## src/rtl/darkmm_pkg.sv

```systemverilog
// Shared types and default memory map for the darkriscv data-port router.
package darkmm_pkg;

    typedef enum logic [1:0] {
        IDLE = 2'd0,
        BUSY = 2'd1,
        RESP = 2'd2
    } state_e;

    localparam logic [31:0] ERR_DATA_DEFAULT = 32'hDEAD_BEEF;

    // Default map: ROM at 0, flash at 512 MiB, eDRAM/peripherals at 1 GiB.
    localparam logic [31:0] ROM_BASE   = 32'h0000_0000;
    localparam logic [31:0] ROM_MASK   = 32'h1FFF_FFFF;
    localparam logic [31:0] FLASH_BASE = 32'h2000_0000;
    localparam logic [31:0] FLASH_MASK = 32'h1FFF_FFFF;
    localparam logic [31:0] EDRAM_BASE = 32'h4000_0000;
    localparam logic [31:0] EDRAM_MASK = 32'h3FFF_FFFF;

endpackage

```

## src/rtl/darkmm_region_match.sv

```systemverilog
// Combinational base/mask address decoder; the lowest matching region index wins.
module darkmm_region_match #(
    parameter int unsigned         NREG = 3,
    parameter int unsigned         AW   = 32,
    parameter int unsigned         IW   = 2,
    parameter logic [NREG*AW-1:0]  BASE = '0,
    parameter logic [NREG*AW-1:0]  MASK = '0
) (
    input  logic [AW-1:0] addr_i,
    output logic          hit_o,
    output logic [IW-1:0] idx_o,
    output logic [AW-1:0] off_o
);

    // Scan high to low so the lowest hitting index is written last.
    always_comb begin
        hit_o = 1'b0;
        idx_o = '0;
        off_o = '0;
        for (int i = int'(NREG) - 1; i >= 0; i--) begin
            if ((addr_i & ~MASK[i*AW +: AW]) == (BASE[i*AW +: AW] & ~MASK[i*AW +: AW])) begin
                hit_o = 1'b1;
                idx_o = IW'(i);
                off_o = addr_i & MASK[i*AW +: AW];
            end
        end
    end

endmodule

```

## src/rtl/darkmm_router.sv

```systemverilog
// Registered memory-map router: one master request is decoded, forwarded to one
// target with a region-relative offset, and completed by a one-cycle ack or bus error.
module darkmm_router
    import darkmm_pkg::*;
#(
    parameter int unsigned        NREG        = 3,
    parameter int unsigned        AW          = 32,
    parameter int unsigned        DW          = 32,
    parameter logic [NREG*AW-1:0] REGION_BASE = {EDRAM_BASE, FLASH_BASE, ROM_BASE},
    parameter logic [NREG*AW-1:0] REGION_MASK = {EDRAM_MASK, FLASH_MASK, ROM_MASK},
    parameter int unsigned        TIMEOUT     = 256,
    parameter logic [DW-1:0]      ERR_DATA    = DW'(ERR_DATA_DEFAULT)
) (
    input  logic               XCLK,
    input  logic               XRES,
    input  logic               req_i,
    input  logic               rd_i,
    input  logic               wr_i,
    input  logic [DW/8-1:0]    be_i,
    input  logic [AW-1:0]      addr_i,
    input  logic [DW-1:0]      wdata_i,
    output logic [DW-1:0]      rdata_o,
    output logic               ack_o,
    output logic               err_o,
    output logic [NREG-1:0]    tgt_req_o,
    output logic               tgt_rd_o,
    output logic               tgt_wr_o,
    output logic [DW/8-1:0]    tgt_be_o,
    output logic [AW-1:0]      tgt_addr_o,
    output logic [DW-1:0]      tgt_wdata_o,
    input  logic [NREG*DW-1:0] tgt_rdata_i,
    input  logic [NREG-1:0]    tgt_ack_i
);

    localparam int unsigned IW = (NREG > 1) ? $clog2(NREG) : 1;
    localparam int unsigned CW = (TIMEOUT > 0) ? $clog2(TIMEOUT + 1) : 1;
    localparam int unsigned BW = DW / 8;

    logic          hit_c;
    logic [IW-1:0] idx_c;
    logic [AW-1:0] off_c;

    darkmm_region_match #(
        .NREG (NREG),
        .AW   (AW),
        .IW   (IW),
        .BASE (REGION_BASE),
        .MASK (REGION_MASK)
    ) u_match (
        .addr_i (addr_i),
        .hit_o  (hit_c),
        .idx_o  (idx_c),
        .off_o  (off_c)
    );

    state_e          state_q;
    logic [IW-1:0]   sel_q;
    logic [CW-1:0]   cnt_q;
    logic [NREG-1:0] tgt_req_q;
    logic            tgt_rd_q;
    logic            tgt_wr_q;
    logic [BW-1:0]   tgt_be_q;
    logic [AW-1:0]   tgt_addr_q;
    logic [DW-1:0]   tgt_wdata_q;
    logic [DW-1:0]   rdata_q;
    logic            ack_q;
    logic            err_q;

    logic            sel_ack_c;
    logic [DW-1:0]   sel_rdata_c;

    // Only the selected target's ack and data are visible to the FSM.
    always_comb begin
        sel_ack_c   = 1'b0;
        sel_rdata_c = '0;
        for (int i = 0; i < int'(NREG); i++) begin
            if (sel_q == IW'(i)) begin
                sel_ack_c   = tgt_ack_i[i];
                sel_rdata_c = tgt_rdata_i[i*DW +: DW];
            end
        end
    end

    always_ff @(posedge XCLK or posedge XRES) begin
        if (XRES) begin
            state_q     <= IDLE;
            sel_q       <= '0;
            cnt_q       <= '0;
            tgt_req_q   <= '0;
            tgt_rd_q    <= 1'b0;
            tgt_wr_q    <= 1'b0;
            tgt_be_q    <= '0;
            tgt_addr_q  <= '0;
            tgt_wdata_q <= '0;
            rdata_q     <= '0;
            ack_q       <= 1'b0;
            err_q       <= 1'b0;
        end else begin
            ack_q <= 1'b0;
            case (state_q)
                IDLE: begin
                    if (req_i) begin
                        tgt_rd_q    <= rd_i;
                        tgt_wr_q    <= wr_i;
                        tgt_be_q    <= be_i;
                        tgt_wdata_q <= wdata_i;
                        tgt_addr_q  <= off_c;
                        sel_q       <= idx_c;
                        cnt_q       <= '0;
                        if (hit_c && (rd_i ^ wr_i)) begin
                            state_q   <= BUSY;
                            tgt_req_q <= NREG'(1) << idx_c;
                            err_q     <= 1'b0;
                        end else begin
                            state_q <= RESP;
                            ack_q   <= 1'b1;
                            err_q   <= 1'b1;
                            rdata_q <= rd_i ? ERR_DATA : '0;
                        end
                    end
                end
                BUSY: begin
                    // A target ack in the final wait cycle takes precedence over the timeout.
                    if (sel_ack_c) begin
                        state_q   <= RESP;
                        tgt_req_q <= '0;
                        ack_q     <= 1'b1;
                        err_q     <= 1'b0;
                        rdata_q   <= tgt_rd_q ? sel_rdata_c : '0;
                    end else if ((TIMEOUT != 0) && (cnt_q == CW'(TIMEOUT - 1))) begin
                        state_q   <= RESP;
                        tgt_req_q <= '0;
                        ack_q     <= 1'b1;
                        err_q     <= 1'b1;
                        rdata_q   <= tgt_rd_q ? ERR_DATA : '0;
                    end else begin
                        cnt_q <= cnt_q + CW'(1);
                    end
                end
                RESP: begin
                    state_q <= IDLE;
                end
                default: begin
                    state_q <= IDLE;
                end
            endcase
        end
    end

    assign rdata_o     = rdata_q;
    assign ack_o       = ack_q;
    assign err_o       = err_q;
    assign tgt_req_o   = tgt_req_q;
    assign tgt_rd_o    = tgt_rd_q;
    assign tgt_wr_o    = tgt_wr_q;
    assign tgt_be_o    = tgt_be_q;
    assign tgt_addr_o  = tgt_addr_q;
    assign tgt_wdata_o = tgt_wdata_q;

endmodule
```

## config.mk

```make
export PLATFORM = sky130hd
export DESIGN_NAME = darkmm_router
export DESIGN_NICKNAME = d
export VERILOG_FILES = /design/src/rtl/darkmm_pkg.sv /design/src/rtl/darkmm_region_match.sv /design/src/rtl/darkmm_router.sv
export SDC_FILE = /design/constraint.sdc
export NUM_CORES = 1
export LEC_CHECK = 0
export CORE_UTILIZATION = 43
export CTS_CLUSTER_SIZE = 14
export DETAILED_ROUTE_END_ITERATION = 16
export PLACE_DENSITY = 0.83
export SLEW_MARGIN = 25
export SYNTH_ARGS = -nofsm -noshare
export SYNTH_HDL_FRONTEND = slang
export SYNTH_SLANG_ARGS = --single-unit
```

## constraint.sdc

```tcl
create_clock -name XCLK -period 10.4 [get_ports XCLK]
set_input_delay 2.08 -clock XCLK [delete_from_list [all_inputs] [get_ports XCLK]]
set_output_delay 2.08 -clock XCLK [all_outputs]
set_load 0.005 [all_outputs]
```

Word level (Yosys, flattened, before mapping)

Cells that the tools add are included.
W data, S select, Z words.

Add/sub/neg operators: 1
Eq/ne operators: 12
Shifts and indexed selects: 1
Muxes and demuxes: 46
Bitwise operators: 1
Reductions and logical operators: 11

Operators with widths:

| kind                  | number |
|---|---|
| $mux W32              | 11 |
| $pmux W32 S2          | 1 |
| $mux W30              | 2 |
| $logic_not A32 Y1     | 1 |
| $mux W9               | 3 |
| $pmux W9 S2           | 1 |
| $mux W2               | 7 |
| $mux W1               | 13 |
| $mux W3               | 4 |
| $reduce_and A4 Y1     | 3 |
| $ne A2 B2 Y1 const B  | 5 |
| $add A9 B1 Y9 const B | 1 |
| $eq A9 B8 Y1 const B  | 1 |
| $eq A2 B1 Y1 const B  | 3 |
| $pmux W3 S2           | 1 |
| $logic_not A2 Y1      | 2 |
| $pmux W1 S2           | 2 |
| $pmux W2 S2           | 1 |
| $reduce_and A2 Y1     | 2 |
| $eq A3 B1 Y1 const B  | 1 |
| $ne A3 B3 Y1 const B  | 1 |
| $reduce_and A3 Y1     | 1 |
| $shl A1 B2 Y3 const A | 1 |
| $eq A2 B2 Y1 const B  | 1 |
| other kinds (3)       | 3 |

Register bits after elaboration: 120
Logic and storage cells: 84

Longest topological paths before layout

Gate-level depths: netlist of the first run.

Word-level depth: 8
Gate-level depth with buffers: 11
Gate-level depth less buffers: 9

Modules after synthesis

From an unflattened synthesis of the first run, not the netlist that was laid out.

Cell total of the unflattened synthesis: 615
Area, all modules: 5698.0 µm²

Modules (own cells, without submodules):

| module              | instances | cells an instance | area an instance (µm²) | seq. area each (µm²) |
|---|---|---|---|---|
| darkmm_router       | 1         | 576               | 5444.0                 | 3002.9 |
| darkmm_region_match | 1         | 39                | 254.0                  | 0.0 |

Worst setup path after synthesis of the first run

OpenSTA, ideal clock, no wires.

Path type: input -> register
From: in req_i
To: reg tgt_req_q[0] (netlist: tgt_req_o[0])
Arrival time: 3177 ps
Data required time: 10279 ps
Setup slack: 7102 ps
Cell stages on the path: 5
Path buffers: 1
Path through: or3b_1 -> clkbuf_1 -> nor3_2 -> nor2_1 -> a22o_1

Longest elaborated chain between the ends: 2

Ends and longest elaborated chain:

| what                        | line                 | RTL |
|---|---|---|
| start, declared             | darkmm_router.sv:16  | `input logic req_i,` |
| $ne A2 B2 Y1 (no line)      | --                   |  |
| $reduce_and A4 Y1 (no line) | --                   |  |
| end signal, assigned        | darkmm_router.sv:112 | `tgt_req_q <= NREG'(1) << idx_c;` |
| end, declared               | darkmm_router.sv:59  | `logic [NREG-1:0] tgt_req_q;` |

No other way between the ends.
A chain may end at the register's enable or synchronous reset.

Worst setup path in the final report of the first run

From: in req_i
To: reg rdata_q[25] (netlist: rdata_o[25])

Longest elaborated chain between the ends: 2

Ends and longest elaborated chain:

| what                        | line                 | RTL |
|---|---|---|
| $ne A2 B2 Y1 (no line)      | --                   |  |
| $reduce_and A4 Y1 (no line) | --                   |  |
| end signal, assigned        | darkmm_router.sv:118 | `rdata_q <= rd_i ? ERR_DATA : '0;` |
| end signal, assigned        | darkmm_router.sv:129 | `rdata_q <= tgt_rd_q ? sel_rdata_c : '0;` |
| end signal, assigned        | darkmm_router.sv:135 | `rdata_q <= tgt_rd_q ? ERR_DATA : '0;` |
| end, declared               | darkmm_router.sv:65  | `logic [DW-1:0] rdata_q;` |

No other way between the ends.

==> results_dict.tcl, run 1 <==
set metrics [dict create \
    power_frac_seq_pct 34.9 \
    holdBufCountCts 0 \
    critPathTopFamily "buffers and inverters" \
    worst_path_largest_cell_delay_ps 620 \
    hold_start "tgt_addr_o[27]$_DFFE_PP0P_" \
    num_vias 5271 \
    synth_top_family_by_area "simple AND/OR/NAND/NOR gates" \
    via_per_inst 5.31 \
    timing.rr.start "cnt_q[2]$_DFFE_PP0P_" \
    hold_path_end "tgt_addr_o[27]$_DFFE_PP0P_" \
    crit_path_max_fanout 78 \
    postCtsSetupBuffers 0 \
    ys_ff_latch 118 \
    synth_top_flop_cell "dfrtp_1" \
    drv_cap 0 \
    tightest_slew_ps 967 \
    max_slew_margin_pct 35.3 \
    netlist_top_cells_area "dfrtp_1, nand2_1, o22a_1" \
    grt_pass1_wl_um 27100 \
    rrSetupSlack_ps 7800 \
    placed_area_um2 8080 \
    htreeDepth 4 \
    drtIter0Drc 409 \
    p_sw_share_pct 28.6 \
    clock_power_share_pct 33.1 \
    slowest_stage "o21ba_1" \
    grt_setup_unrepaired "no" \
    clk_latency_ps 400 \
    dieArea_um2 12800 \
    hold_violations 0 \
    slew_violations 0 \
    clk_pin_slew_ps 60 \
    cp.buffers_inverters 3 \
    drive_gt1_share_pct 5.33 \
    grt_max_degree 79 \
    synthAdderAreaFrac_pct 0.472 \
    cp.arrival_ps 4460 \
    wire_per_inst_um 17.4 \
    yosysMostFrequentCell "nand2_1" \
    powerDensity_nw_per_um2 226 \
    nets 1006 \
    synth_top_cell_by_area "dfrtp_1" \
    synthArstFlopShare_pct 100 \
    synth_warnings 0 \
    yosys.area_share.simple_pct 22.0 \
    die_w_um 113 \
    seq_area_um2 2950 \
    synthCells 575 \
    comb_power_share_pct 32.0 \
    crit_path_start_kind "input pin" \
    synth_compound_area_share_pct 14.6 \
    cts_buffers 17 \
    ant_nets 0 \
    n_antenna_cell 0 \
    hpwlAfterDp_um 12200 \
    p_switching_mw 0.565 \
    finalSetupTns_ps 0 \
    synth_top_area_share_pct 55.8 \
    nFillCells 893 \
    syn_to_final_growth_pct 65.1 \
    clock-skew-final_ps 6.90 \
    clockRootBuffer "clkbuf_16" \
    irDropWorstVdd_mv 0.143 \
    synth_common_cells "nand2_1, dfrtp_1, o21ai_0" \
    wl_um 17300 \
    finalCriticalPeriod_ps 4170 \
    initial_utilization_pct 44.1 \
    crit_required_ps 10690 \
    worstPathCellList "clkdlybuf4s50_1 -> or3b_2 -> buf_4 -> o21ba_1 -> clkinv_8 -> o22a_1" \
    ys_seq_area_share_pct 55.8 \
    antenna_found_initial 0 \
    die-height_um 113 \
    drc 0 \
    finalCritPeriodShare_pct 40.1 \
    synth_xor_area_share_pct 0.165 \
    cts.sinks 118 \
    io_pins 279 \
    num_rows 40 \
    avgSynthCellArea_um2 9.21 \
    coreArea_um2 12000 \
    multiInputGateArea_um2 2110 \
    fin_area_um2 8750 \
    netlist_area_um2 5300 \
    place_congestion 0.860 \
    grt_usage_pct 27.5 \
    worst_setup_path_end_kind "flip-flop" \
    cts_buffer_depth 2 \
    path_class "in2reg" \
    crit-reg2reg-capture "rdata_o[25]$_DFFE_PP0P_" \
    status "finished clean" \
    r2r_cells 9 \
    synthDistinctLibCells 42 \
    fmax_ghz 0.240 \
    io_buffers 276 \
    grt_overflow_total 0 \
    cts_resized 0 \
    hp-class "reg2reg" \
    synthMuxAreaShare_pct 2.13 \
    synth_edf_count 0 \
    cts_tree "done" \
    cp_num_cells 6 \
    power.internal_mw 1.41 \
    setup_violations 0 \
    grt_pass1_vias 5390 \
    min_path_cells 2 \
    drtPass1Iterations 5 \
    power_leakage_nw 3.91 \
]
==> cell families (layout without fill, tap and decap cells) <==
logic type / Yosys count / count (layout)
AOI/OAI and AO/OA: 113 / 113
xor gates and xnor gates: 1 / 1
adders and majority gates: 2 / 2
buffers and inverters: 51 / 320
DFF: 118 / 118
muxes: 10 / 10
other: 1 / 2
and+or+nand+nor: 279 / 279
==> cells in the final DEF, fill, tap and decap left out, types with 2 or more instances in the layout <==
master and n:
clkdlybuf4s50_1 276, inv_6 2, mux2i_1 9, o31ai_1 2
buf_4 3, o22ai_1 24, o21ai_0 40, clkbuf_16 17
dfrtp_1 118, inv_1 7, or3_1 3, a21oi_1 6
nor2_1 29, bufinv_16 5, clkinv_4 5, nor2b_1 4
nand3_1 37, o22a_1 24, ha_1 2, nand2_1 193
conb_1 2, a22o_1 10
==> cell type report <==
cell class                      instances  area share, %
Sequential cell                       118           33.8
Clock inverter                         14           2.56
Tap cell                              147           2.10
Timing Repair Buffer                  279           31.8
Inverter                                9          0.558
Clock buffer                           18           5.02
Multi-Input combinational cell        407           24.1
==> worst max-delay path by stage <==
stage	startpoint	end	slack, ps
after floorplan	XRES	ack_o$_DFF_PP0_	5190
after global placement	addr_i[31]	rdata_o[0]$_DFFE_PP0P_	5820
after CTS	addr_i[31]	rdata_o[0]$_DFFE_PP0P_	6120
after detailed placement	addr_i[31]	rdata_o[0]$_DFFE_PP0P_	5720
after global routing	req_i	rdata_o[19]$_DFFE_PP0P_	6130
final	req_i	rdata_o[25]$_DFFE_PP0P_	6230
==> through the flow <==
stage          hold WS, ps  power [mW]  setup slack [ps]  util [%]  cells
2_1_floorplan          448       0.921              5190         -    576
3_3_place_gp           449        1.30              5820      67.2    960
3_5_place_dp           457        1.32              5720      67.2    960
4_1_cts                469        1.98              6120      72.8    992
5_1_grt                483        2.07              6130      72.8    992
6_report               469        1.98              6230      72.8    992
==> routing by layer <==
| metal | wire length, um | up-vias | track usage (%) | part of all wire (%) |
|---|---|---|---|---|
| met2 | 8340 | 264 | 46.5 | 48 |
| li1 | - | 2464 | - | - |
| met5 | 0 | - | 0 | 0 |
| met4 | 556 | 0 | 12.6 | 3.2 |
| met1 | 6670 | 2506 | 31.4 | 39 |
| met3 | 1730 | 37 | 10.0 | 10 |
==> flip-flops by register name (all words and copies together), names as in the netlist, 2 cells and up <==
register / count
rdata_o: 32
tgt_wdata_o: 32
tgt_addr_o: 30
cnt_q: 9
tgt_be_o: 4
tgt_req_o: 3
sel_q: 2
state_q: 2
==> power groups by stage <==
stage                     clock, mW  combinational [mW]  sequential (mW)
after detailed placement          0               0.631            0.692
final                         0.654               0.631            0.689
after CTS                     0.660               0.636            0.688
after global routing          0.683               0.684            0.706
after global placement            0               0.614            0.688
after floorplan                   0               0.234            0.688
==> worst min-delay path, cell delays in order, from the launching register on <==
cell and delay (ps):
dfrtp_1 340, nand2_1 50, nand2_1 50
Note: power is estimated with default switching activity, not from simulation.
==> inputs of run 2 (changes only) <==
CORE_UTILIZATION = 40   (was 43)
PLACE_DENSITY = 0.77   (was 0.83)
clock period = 3.85 ns   (was 10.4 ns; I/O delays follow)
==> run 2 against run 1 <==
Compared with the run above:
- sequential power increased to 2.7 times the previous value
- worst setup slack worse by 5000 ps
- global-route usage down 2.4 points
- final cell count is 2.8% higher
- register-to-register slack worse by 6500 ps
==> results_dict.tcl, run 2 (same netlist as run 1, synthesis figures left out) <==
set metrics [dict create \
    setup_violations 0 \
    path_class "in2reg" \
    critPathTopFamily "compound AO/OA/AOI/OAI gates" \
    slew_violations 0 \
    worstPathCellList "clkdlybuf4s50_1 -> or3b_2 -> o21ba_1 -> clkinv_8 -> o22a_1" \
    pre_cts_slack_ps 773 \
    grt_setup_unrepaired "no" \
    clk_pin_slew_ps 50 \
    finalCritPeriodShare_pct 68.6 \
    crit_required_ps 4140 \
    cts_tree "done" \
    cts.sinks 118 \
    dieArea_um2 13700 \
    hold_violations 0 \
    drive_gt1_share_pct 5.42 \
    layout_commonest_cell "clkdlybuf4s50_1" \
    cts_buffer_depth 2 \
    clockRootBuffer "clkbuf_16" \
    die-height_um 117 \
    initial_utilization_pct 41.5 \
    status "finished clean" \
    max_slew_margin_pct 36.5 \
    postCtsSetupBuffers 0 \
    worst_setup_path_end_kind "flip-flop" \
    cts_buffers 17 \
    place_congestion 0.799 \
    whs_ps 464 \
    worst_path_largest_cell_delay_ps 630 \
    final_cell_mix "clkdlybuf4s50_1, nand2_1, dfrtp_1, o21ai_0, nand3_1" \
    holdBufCountCts 0 \
    io_pins 279 \
    hp-class "reg2reg" \
    drv_cap 0 \
    syn_to_final_growth_pct 66.3 \
    nFillCells 965 \
    n_antenna_cell 0 \
    fin_ws_ps 1210 \
    grt_overflow_total 0 \
    cp.arrival_ps 2930 \
    via_per_inst 5.11 \
    hpwlAfterDp_um 12200 \
    antenna_found_initial 0 \
    htreeDepth 4 \
    grt_max_degree 75 \
    num_rows 41 \
    grt_usage_pct 25.1 \
    slowest_stage "or3b_2" \
    coreArea_um2 12800 \
    wire_per_inst_um 16.7 \
    wl_um 17100 \
    drtIter0Drc 277 \
    grt_pass1_vias 5165 \
    fmax_ghz 0.378 \
    cts_resized 0 \
    tightest_slew_ps 950 \
    num_vias 5217 \
    finalCriticalPeriod_ps 2640 \
    clk_latency_ps 410 \
    die_w_um 117 \
    placed_area_um2 8140 \
    powerDensity_nw_per_um2 599 \
    io_buffers 276 \
    nets 1009 \
    irDropWorstVdd_mv 0.333 \
    finalSetupTns_ps 0 \
    drtPass1Iterations 4 \
    fin_area_um2 8810 \
    clock-skew-final_ps 7.70 \
    ant_nets 0 \
    crit_path_start_kind "input pin" \
    grt_pass1_wl_um 25600 \
    crit_path_max_fanout 31 \
    power_leakage_nw 3.92 \
    cp.buffers_inverters 2 \
    drc 0 \
]
==> run 2: cell count changes in the layout (fill, tap and decap cells not counted), sizes merged <==
cell and change:
inv -3, clkinvlp +1, buf +3, clkinv -3, clkbuf +6, bufinv -1
==> run 2: power by group <==
| group | total (mW) | internal [mW] | switching [mW] |
|---|---|---|---|
| clock network | 1.70 | 1.17 | 0.537 |
| logic | 1.71 | 1.03 | 0.680 |
| registers | 1.87 | 1.61 | 0.253 |
==> run 2: layer usage <==
metal / routed length (um) / global-route usage [%] / share of wire (%)
met1: 6560 / 27.8 / 38
met2: 8250 / 41.1 / 48
met3: 1770 / 11.5 / 10
met4: 495 / 12.1 / 2.9
met5: 0 / 0 / 0
==> run 2: tightest hold or removal path, delay by kind of cell (launching register included) <==
kind             cells  cell delay (ps)
AND/OR/NAND/NOR      2              100
flip-flops           1              340
==> run 2: worst paths after layout <==
check	endpoint	slack [ps]	start	depth (start not counted)
setup / recovery	rdata_o[3]$_DFFE_PP0P_	1210	req_i	5
hold / removal	tgt_addr_o[3]$_DFFE_PP0P_	460	tgt_addr_o[3]$_DFFE_PP0P_	2
setup reg to reg	rdata_o[3]$_DFFE_PP0P_	1260	cnt_q[2]$_DFFE_PP0P_	9
hold reg to reg	tgt_addr_o[3]$_DFFE_PP0P_	460	tgt_addr_o[3]$_DFFE_PP0P_	2
max in group asynchronous	tgt_wdata_o[27]$_DFFE_PP0P_	2340	XRES	4
min in group asynchronous	tgt_wdata_o[13]$_DFFE_PP0P_	680	XRES	2
==> run 2: per-stage QoR <==
step / std cells / utilization, % / total power [mW]
floorplan: 576 / - / 2.49
global placement: 987 / 63.7 / 3.53
detailed placement: 987 / 63.7 / 3.59
CTS: 1019 / 68.7 / 5.32
global route: 1020 / 68.9 / 5.57
finish: 1020 / 68.9 / 5.28
==> run 2: area by class of cell <==
cell class                      count  area (um2)  share of cell area [%]
Inverter                            9        50.0                   0.568
Multi-Input combinational cell    407        2110                    24.0
Tap cell                          172         215                    2.44
Clock buffer                       24         502                    5.70
Sequential cell                   118        2950                    33.5
Timing Repair Buffer              282        2830                    32.2
Clock inverter                      8         143                    1.62
